--- config.mk ---
export PLATFORM = sky130hd
export DESIGN_NAME = project_mux_ctrl_flat
export DESIGN_NICKNAME = d
export VERILOG_FILES = /design/src/rtl/project_mux_ctrl_if.sv /design/src/rtl/project_mux_ctrl.sv /design/src/flat_wrapper.sv
export SDC_FILE = /design/constraint.sdc
export NUM_CORES = 1
export LEC_CHECK = 0
export CORE_MARGIN = 1.5
export CORE_UTILIZATION = 33
export CTS_BUF_LIST = sky130_fd_sc_hd__clkbuf_4 sky130_fd_sc_hd__clkbuf_8
export DETAILED_ROUTE_END_ITERATION = 8
export PLACE_DENSITY = 0.75
export SYNTH_ARGS = -nofsm -noshare
export SYNTH_HDL_FRONTEND = slang
export SYNTH_SLANG_ARGS = --single-unit
--- constraint.sdc ---
create_clock -name wb_clk_i -period 3.91 [get_ports wb_clk_i]
set_clock_uncertainty 0.15 [all_clocks]
set_input_delay 0.5865 -clock wb_clk_i [delete_from_list [all_inputs] [get_ports wb_clk_i]]
set_output_delay 0.5865 -clock wb_clk_i [all_outputs]
set_load 0.005 [all_outputs]
--- src/rtl/project_mux_ctrl_if.sv ---
// Wishbone slave port bundle between the SoC bus and the project mux controller.
`timescale 1ns/1ps
interface project_mux_ctrl_if;
    logic        wbs_cyc_i;
    logic        wbs_stb_i;
    logic        wbs_we_i;
    logic [3:0]  wbs_sel_i;
    logic [31:0] wbs_adr_i;
    logic [31:0] wbs_dat_i;
    logic [31:0] wbs_dat_o;
    logic        wbs_ack_o;

    modport master (
        output wbs_cyc_i, wbs_stb_i, wbs_we_i, wbs_sel_i, wbs_adr_i, wbs_dat_i,
        input  wbs_dat_o, wbs_ack_o
    );

    modport slave (
        input  wbs_cyc_i, wbs_stb_i, wbs_we_i, wbs_sel_i, wbs_adr_i, wbs_dat_i,
        output wbs_dat_o, wbs_ack_o
    );
endinterface

--- src/rtl/project_mux_ctrl.sv ---
// Shares the user IO pads between NPROJ projects; every switchover goes
// reset -> pads hi-Z -> mux change -> reset release.
//
//   state   | meaning
//   IDLE    | active project out of reset, pads driven by it
//   HOLD    | all projects in reset, pads hi-Z, GUARD cycles
//   SWITCH  | one cycle, mux select moves to the requested project
//   RELEASE | pads hi-Z, new project held in reset for RST_HOLD cycles
`timescale 1ns/1ps
module project_mux_ctrl #(
    parameter int          NPROJ     = 4,
    parameter logic [31:0] BASE_ADDR = 32'h3000_0000,
    parameter int          GUARD     = 8,
    parameter int          RST_HOLD  = 16
) (
    input  logic                 wb_clk_i,
    input  logic                 rst_n,
    project_mux_ctrl_if.slave    wb,
    output logic [3:0]           proj_sel_o,
    output logic [NPROJ-1:0]     proj_rst_n_o,
    output logic [1:0]           custom_settings_o,
    output logic                 io_force_hiz_o,
    output logic                 busy_o
);
    localparam int CMAX = (GUARD > RST_HOLD) ? GUARD : RST_HOLD;
    localparam int CW   = $clog2(CMAX + 1);

    typedef enum logic [1:0] {IDLE, HOLD, SWITCH, RELEASE} state_t;

    state_t          state, state_nxt;
    logic [CW-1:0]   cnt, cnt_nxt;
    logic [3:0]      pend_sel;
    logic            sel_err;
    logic            enter_hold, load_sel, release_rst;
    logic            hit, req, wr_en, ctrl_wr, set_wr, sel_ok;
    logic [31:0]     rd_val;
    logic [NPROJ-1:0] rst_vec;
    logic            unused_ok;

    assign unused_ok = ^{wb.wbs_sel_i[3:1], wb.wbs_dat_i[31:4], wb.wbs_adr_i[1:0]};

    assign hit     = (wb.wbs_adr_i[31:4] == BASE_ADDR[31:4]);
    assign req     = wb.wbs_cyc_i & wb.wbs_stb_i & hit;
    // Writes commit at the end of the ack cycle, gated by the low byte lane.
    assign wr_en   = wb.wbs_ack_o & req & wb.wbs_we_i & wb.wbs_sel_i[0];
    assign ctrl_wr = wr_en & (wb.wbs_adr_i[3:2] == 2'd0);
    assign set_wr  = wr_en & (wb.wbs_adr_i[3:2] == 2'd1);
    assign sel_ok  = (32'(wb.wbs_dat_i[3:0]) < 32'(NPROJ));
    assign busy_o  = (state != IDLE);

    always_comb begin
        rd_val = '0;
        case (wb.wbs_adr_i[3:2])
            2'd0:    rd_val[3:0] = proj_sel_o;
            2'd1:    rd_val[1:0] = custom_settings_o;
            2'd2:    rd_val[7:0] = {proj_sel_o, 2'b00, sel_err, busy_o};
            default: rd_val = '0;
        endcase
    end

    always_comb begin
        rst_vec = '0;
        for (int i = 0; i < NPROJ; i++) rst_vec[i] = (proj_sel_o == 4'(i));
    end

    always_ff @(posedge wb_clk_i or negedge rst_n) begin
        if (!rst_n) begin
            state <= RELEASE;
            cnt   <= '0;
        end else begin
            state <= state_nxt;
            cnt   <= cnt_nxt;
        end
    end

    always_comb begin
        state_nxt   = state;
        cnt_nxt     = cnt;
        enter_hold  = 1'b0;
        load_sel    = 1'b0;
        release_rst = 1'b0;
        case (state)
            IDLE: begin
                if (ctrl_wr && sel_ok) begin
                    state_nxt  = HOLD;
                    cnt_nxt    = '0;
                    enter_hold = 1'b1;
                end
            end
            HOLD: begin
                if (cnt == CW'(GUARD - 1)) begin
                    state_nxt = SWITCH;
                    cnt_nxt   = '0;
                end else begin
                    cnt_nxt = cnt + 1'b1;
                end
            end
            SWITCH: begin
                load_sel  = 1'b1;
                state_nxt = RELEASE;
                cnt_nxt   = '0;
            end
            RELEASE: begin
                if (cnt == CW'(RST_HOLD - 1)) begin
                    state_nxt   = IDLE;
                    release_rst = 1'b1;
                end else begin
                    cnt_nxt = cnt + 1'b1;
                end
            end
            default: state_nxt = IDLE;
        endcase
    end

    always_ff @(posedge wb_clk_i or negedge rst_n) begin
        if (!rst_n) begin
            proj_sel_o        <= '0;
            proj_rst_n_o      <= '0;
            custom_settings_o <= '0;
            io_force_hiz_o    <= 1'b1;
            pend_sel          <= '0;
            sel_err           <= 1'b0;
            wb.wbs_ack_o      <= 1'b0;
            wb.wbs_dat_o      <= '0;
        end else begin
            wb.wbs_ack_o <= req & ~wb.wbs_ack_o;
            wb.wbs_dat_o <= (req & ~wb.wbs_ack_o) ? rd_val : '0;
            if (enter_hold) begin
                proj_rst_n_o   <= '0;
                io_force_hiz_o <= 1'b1;
                pend_sel       <= wb.wbs_dat_i[3:0];
            end
            if (load_sel) proj_sel_o <= pend_sel;
            // Reset release and pad enable move on the same edge.
            if (release_rst) begin
                proj_rst_n_o   <= rst_vec;
                io_force_hiz_o <= 1'b0;
            end
            if (set_wr) custom_settings_o <= wb.wbs_dat_i[1:0];
            if (ctrl_wr && state == IDLE) sel_err <= ~sel_ok;
        end
    end
endmodule

--- src/flat_wrapper.sv ---
// flat-port wrapper written by rule: the top's interface ports become plain ports
module project_mux_ctrl_flat 
#(
    parameter int          NPROJ     = 4,
    parameter logic [31:0] BASE_ADDR = 32'h3000_0000,
    parameter int          GUARD     = 8,
    parameter int          RST_HOLD  = 16
)
  (wb_clk_i, rst_n, proj_sel_o, proj_rst_n_o, custom_settings_o, io_force_hiz_o, busy_o, wb_wbs_cyc_i, wb_wbs_stb_i, wb_wbs_we_i, wb_wbs_sel_i, wb_wbs_adr_i, wb_wbs_dat_i, wb_wbs_dat_o, wb_wbs_ack_o);
  project_mux_ctrl_if wb_i ();
  input  logic wb_clk_i;
  input  logic rst_n;
  output logic [3:0] proj_sel_o;
  output logic [NPROJ-1:0] proj_rst_n_o;
  output logic [1:0] custom_settings_o;
  output logic io_force_hiz_o;
  output logic busy_o;
  input wire logic [$bits(wb_i.wbs_cyc_i)-1:0] wb_wbs_cyc_i;
  input wire logic [$bits(wb_i.wbs_stb_i)-1:0] wb_wbs_stb_i;
  input wire logic [$bits(wb_i.wbs_we_i)-1:0] wb_wbs_we_i;
  input wire logic [$bits(wb_i.wbs_sel_i)-1:0] wb_wbs_sel_i;
  input wire logic [$bits(wb_i.wbs_adr_i)-1:0] wb_wbs_adr_i;
  input wire logic [$bits(wb_i.wbs_dat_i)-1:0] wb_wbs_dat_i;
  output wire logic [$bits(wb_i.wbs_dat_o)-1:0] wb_wbs_dat_o;
  output wire logic [$bits(wb_i.wbs_ack_o)-1:0] wb_wbs_ack_o;
  assign wb_i.wbs_cyc_i = wb_wbs_cyc_i;
  assign wb_i.wbs_stb_i = wb_wbs_stb_i;
  assign wb_i.wbs_we_i = wb_wbs_we_i;
  assign wb_i.wbs_sel_i = wb_wbs_sel_i;
  assign wb_i.wbs_adr_i = wb_wbs_adr_i;
  assign wb_i.wbs_dat_i = wb_wbs_dat_i;
  assign wb_wbs_dat_o = wb_i.wbs_dat_o;
  assign wb_wbs_ack_o = wb_i.wbs_ack_o;
  project_mux_ctrl #(.NPROJ(NPROJ), .BASE_ADDR(BASE_ADDR), .GUARD(GUARD), .RST_HOLD(RST_HOLD)) u_core (.wb_clk_i(wb_clk_i), .rst_n(rst_n), .wb(wb_i), .proj_sel_o(proj_sel_o), .proj_rst_n_o(proj_rst_n_o), .custom_settings_o(custom_settings_o), .io_force_hiz_o(io_force_hiz_o), .busy_o(busy_o));
endmodule
# After elaboration in Yosys (flattened, before gate mapping)
# Cells that the tools add are included.
[totals] in_bits=73 reg_bits=56
[op_classes] n_bitwise=10 n_reduce_logical=9 magnitude_cmp=1 n_eq_ne=15 mux=21 addsub=1
[ops] op="$eq 28x26->1 const B" count=1
[ops] op="$pmux 5 s4" count=1
[ops] op="$mux 5" count=3
[ops] op="$mux 4" count=3
[ops] op="$and 1x1->1" count=8
[ops] op="$eq 4x2->1 const B" count=2
[ops] op="$mux 2" count=4
[ops] op="$mux 8" count=1
[ops] op="$pmux 2 s4" count=1
[ops] op="$mux 1" count=7
[ops] op="$eq 2x2->1 const B" count=3
[ops] op="$ne 2x1->1 const B" count=3
[ops] op="$pmux 2 s3" count=1
[ops] op="$add 5x1->5 const B" count=1
[ops] op="$eq 5x3->1 const B" count=1
[ops] op="$eq 5x4->1 const B" count=1
[ops] op="$eq 2x1->1 const B" count=2
[ops] op="$eq 4x1->1 const B" count=1
[ops] op="$logic_not 2->1" count=2
[ops] op="$logic_not 4->1" count=1
[ops] op="$lt 4x3->1 const B" count=1
[ops] op="$reduce_bool 2->1" count=2
[ops] op="$reduce_and 3->1" count=1
[ops] op="$logic_and 1x1->1" count=2
[ops] op="3 further kinds" count=4

# Depth between registers and ports, before layout
[logic_depth] depth_word=11 mapped_depth=8 mapped_depth_nobuf=8

# Worst setup path after synthesis
# No wires, ideal clock.
[synth_path] kind="input-to-reg" from="in wb_wbs_adr_i[16]" to="reg u_core.pend_sel[0]" slack_ns=1.769 stages=6 arrival_time_ns=1.864 t_required_ns=3.633 cell_sequence="nor4b_1 > and4_1 > and3_1 > and3_1 > buf_6 > mux2_1"
[synth_between] elab_chain_len=9
[synth_lines] element="from (decl)" line="flat_wrapper.sv:22" source="input wire logic [$bits(wb_i.wbs_adr_i)-1:0] wb_wbs_adr_i;"
[synth_lines] element="$eq 28x26->1" line="project_mux_ctrl.sv:42" source="assign hit = (wb.wbs_adr_i[31:4] == BASE_ADDR[31:4]);"
[synth_lines] element="$and 1x1->1" line="project_mux_ctrl.sv:43" source="assign req = wb.wbs_cyc_i & wb.wbs_stb_i & hit;"
[synth_lines] element="$and 1x1->1 (3 in series)" line="project_mux_ctrl.sv:45" source="assign wr_en = wb.wbs_ack_o & req & wb.wbs_we_i & wb.wbs_sel_i[0];"
[synth_lines] element="$and 1x1->1" line="project_mux_ctrl.sv:46" source="assign ctrl_wr = wr_en & (wb.wbs_adr_i[3:2] == 2'd0);"
[synth_lines] element="$logic_and 1x1->1" line="project_mux_ctrl.sv:84" source="if (ctrl_wr && sel_ok) begin"
[synth_lines] element="$mux 1" line="project_mux_ctrl.sv:84"
[synth_lines] element="$mux 1" line="project_mux_ctrl.sv:82" source="case (state)"
[synth_lines] element="to (signal assigned)" line="project_mux_ctrl.sv:131" source="pend_sel <= wb.wbs_dat_i[3:0];"
[synth_lines] element="to (decl)" line="project_mux_ctrl.sv:32" source="logic [3:0] pend_sel;"
# Every way passes these cells.
# A chain may end at the register's enable or synchronous reset.

# Final worst setup path
[layout_path] from="in wb_wbs_adr_i[16]" to="reg u_core.pend_sel[1]"
# Same word-level chain as after synthesis.

==> flow_summary.yaml <==
grt:
  track_usage_pct: 13.6
  grt_max_degree: 33
  grt_pass1_vias: 1294
  grt_pass1_wl_mm: 5.71
  antenna_found_initial: 0
  gr-total-overflow: 0
critical_path:
  crit_arrival_ns: 2.63
  startpoint_type: "input port"
  critPathKind: "in -> reg"
  worstPathRequired_ns: 3.92
  cp-end-kind: "flip-flop"
  path_max_fanout: 10
timing:
  rsz0062_at_grt: "false"
  fmax_mhz: 381
  fin_tns_setup_ns: 0
  hold_slack_ns: 0.340
  fin_crit_sh_pct: 67.1
  final-setup-viol-count: 0
  hold_viol_final: 0
  worstMarginPinSlew_ns: 0.529
  relSlewSlack_pct: 64.7
  min_period_ns: 2.62
  slew_violations: 0
detailed_routing:
  wirelength_met1_mm: 1.48
  top_layer_used: "met4"
  via_per_inst: 4.40
  routedWlPerCell_um: 11.9
  drcViolationCount: 0
  firstDrtPassIters: 4
  final_antenna_net_count: 0
  met3_length_um: 129
  vias: 1279
  met2_wirelength_mm: 1.81
  routed_wl_mm: 3.45
  drtIter0Drc: 52
final_layout:
  drive_gt1_share_pct: 9.82
  area_growth_pct: 41.3
  fin_nets: 302
  nFillCells: 460
  diodes: 0
synthesis:
  synth_area_leader_cell: "dfrtp_1"
  yosysWarnings: 0
  synth_common_cells: "dfrtp_1 (29), buf_4 (24), and3_1 (12), nand2_1 (11)"
  synthCells: 157
  yosysMostFrequentCell: "dfrtp_1"
  synthDominantCellAreaShare_pct: 43.0
  ys_seq_elements: 32
  syn_avg_cell_area_um2: 10.8
  synthDistinctLibCells: 38
  synth.top_cells.by_area: "dfrtp_1 (43%), buf_4 (11%), dfstp_2 (4.7%)"
  seq_area_frac_synth_pct: 47.6
  ys.flop_type: "dfrtp_1"
  synth_edf_count: 0
  synthArstFlopShare_pct: 100
  synth_area_mm2: 0.00169
clocking:
  cts_tree: "built"
  hold_buffers: 0
  numClockSinks: 32
  clockBufferDepth: 2
  numCtsBuffers: 5
  cts_setup_buffers: 0
  cts.clk_slew.worst_paths_ns: 0.07
  insertion_delay_ns: 0.28
  clock-root-buffer: "clkbuf_8"
  cts_resized: 0
  htree_levels: 2
floorplan:
  die_y_um: 74.5
  io_pins: 118
  design.core.area_mm2: 0.00482
  die-width_um: 74.5
  initial_utilization_pct: 35.1
  die-area_mm2: 0.00556
  row_count: 25
min_path:
  holdCritPathClass: "reg -> reg"
placed_design:
  gp_congestion: 0.729
  port_buffers: 60
  hpwl_mm: 2.78
power:
  p_per_area_mw_per_mm2: 292
  peakVddDrop_mv: 0.167
  leakage_nw: 1.11
job:
  maxCapViolations: 0
outcome:
  status: "finished clean"
[routing by layer]
metal	vias up	global-route usage (%)
li1	637	-
met1	609	15.6
met2	31	23.9
met3	2	4.07
met4	0	5.25
met5	-	0
[registers in the layout, summed over array words and instances (netlist names)]
register and flops:
u_core.proj_rst_n_o 4, u_core.wb.wbs_ack_o 1, u_core.cnt 5, u_core.proj_sel_o 4, u_core.state 2, u_core.io_force_hiz_o 1, u_core.custom_settings_o 2, u_core.pend_sel 4
u_core.sel_err 1, u_core.wb.wbs_dat_o 8
[report_power, final]
part	switching, W	leakage, nW	internal, W	total, W
clock	0.000120	0.0541	0.000188	0.000308
combinational	0.0000206	0.638	0.0000373	0.0000579
sequential	0.0000000000000426	0.415	0.000331	0.000331
[worst max-delay path: stages]
cell,delay (ns)
clkdlybuf4s50_1,0.40
nor4b_1,0.32
and4_1,0.32
and3_1,0.21
and3_1,0.42
mux2_1,0.37
[kinds of logic (layout without fill, tap and decap cells)]
kind of cell	Yosys count	in the layout	synth area share (%)
and+or+nand+nor	55	55	19.2
DFF	32	32	47.6
buffers and inverters	32	76	12.9
AOI/OAI and AO/OA	21	21	9.11
muxes	10	10	6.52
adders and majority gates	6	6	4.44
other	1	24	0.222
[path summary, 6_finish.rpt]
path	start	end	slack, ns	depth (start not counted)
min	u_core.pend_sel[0]	u_core.pend_sel[0]	0.34	1
min in group asynchronous	rst_n	u_core.proj_rst_n_o[3]	0.54	2
max reg2reg	u_core.cnt[0]	u_core.cnt[0]	1.50	8
min reg2reg	u_core.pend_sel[0]	u_core.pend_sel[0]	0.34	1
max	wb_wbs_adr_i[16]	u_core.pend_sel[1]	1.29	6
max in group asynchronous	rst_n	u_core.state[1]	2.74	2
[cell type report]
cell class / instances / area, µm² / area share, %
flip-flops and latches: 32 / 805 / 33.7
multi-input cells: 116 / 753 / 31.6
repair buffers: 61 / 608 / 25.5
well taps: 67 / 83.8 / 3.51
clock buffers: 5 / 68.8 / 2.88
clock inverters: 3 / 42.5 / 1.78
inverters: 7 / 26.3 / 1.10
[stage by stage]
step	instance area, µm²	utilization [%]	total power, W	std cells	setup slack (ns)
2_1_floorplan	1780	-	0.000364	180	1.77
3_3_place_gp	2280	47.2	0.000395	283	0.995
3_5_place_dp	2280	47.2	0.000395	283	0.957
4_1_cts	2390	49.6	0.000708	291	1.26
5_1_grt	2390	49.6	0.000729	291	1.11
6_report	2390	49.6	0.000697	291	1.29
[cell usage in the layout, fill, tap and decap left out, drive strengths merged]
master	n
inv	7
nor4bb	1
nor4	5
o41ai	2
a32oi	1
o21ba	1
o32a	1
o21a	1
buf	1
nand4	1
clkbuf	5
nor2b	5
and2	1
o22ai	4
o31ai	1
nand2b	2
mux2i	2
and4	2
and3	12
clkinvlp	1
a21o	1
nand3	1
dfrtp	29
nand4bb	1
bufinv	1
nor4b	2
dfstp	3
nor3	4
nand2	11
clkinv	1
conb	24
nor2	7
clkdlybuf4s50	60
o21ai	5
mux2	8
a21oi	4
ha	6
Power figures use the tool's default switching activity.
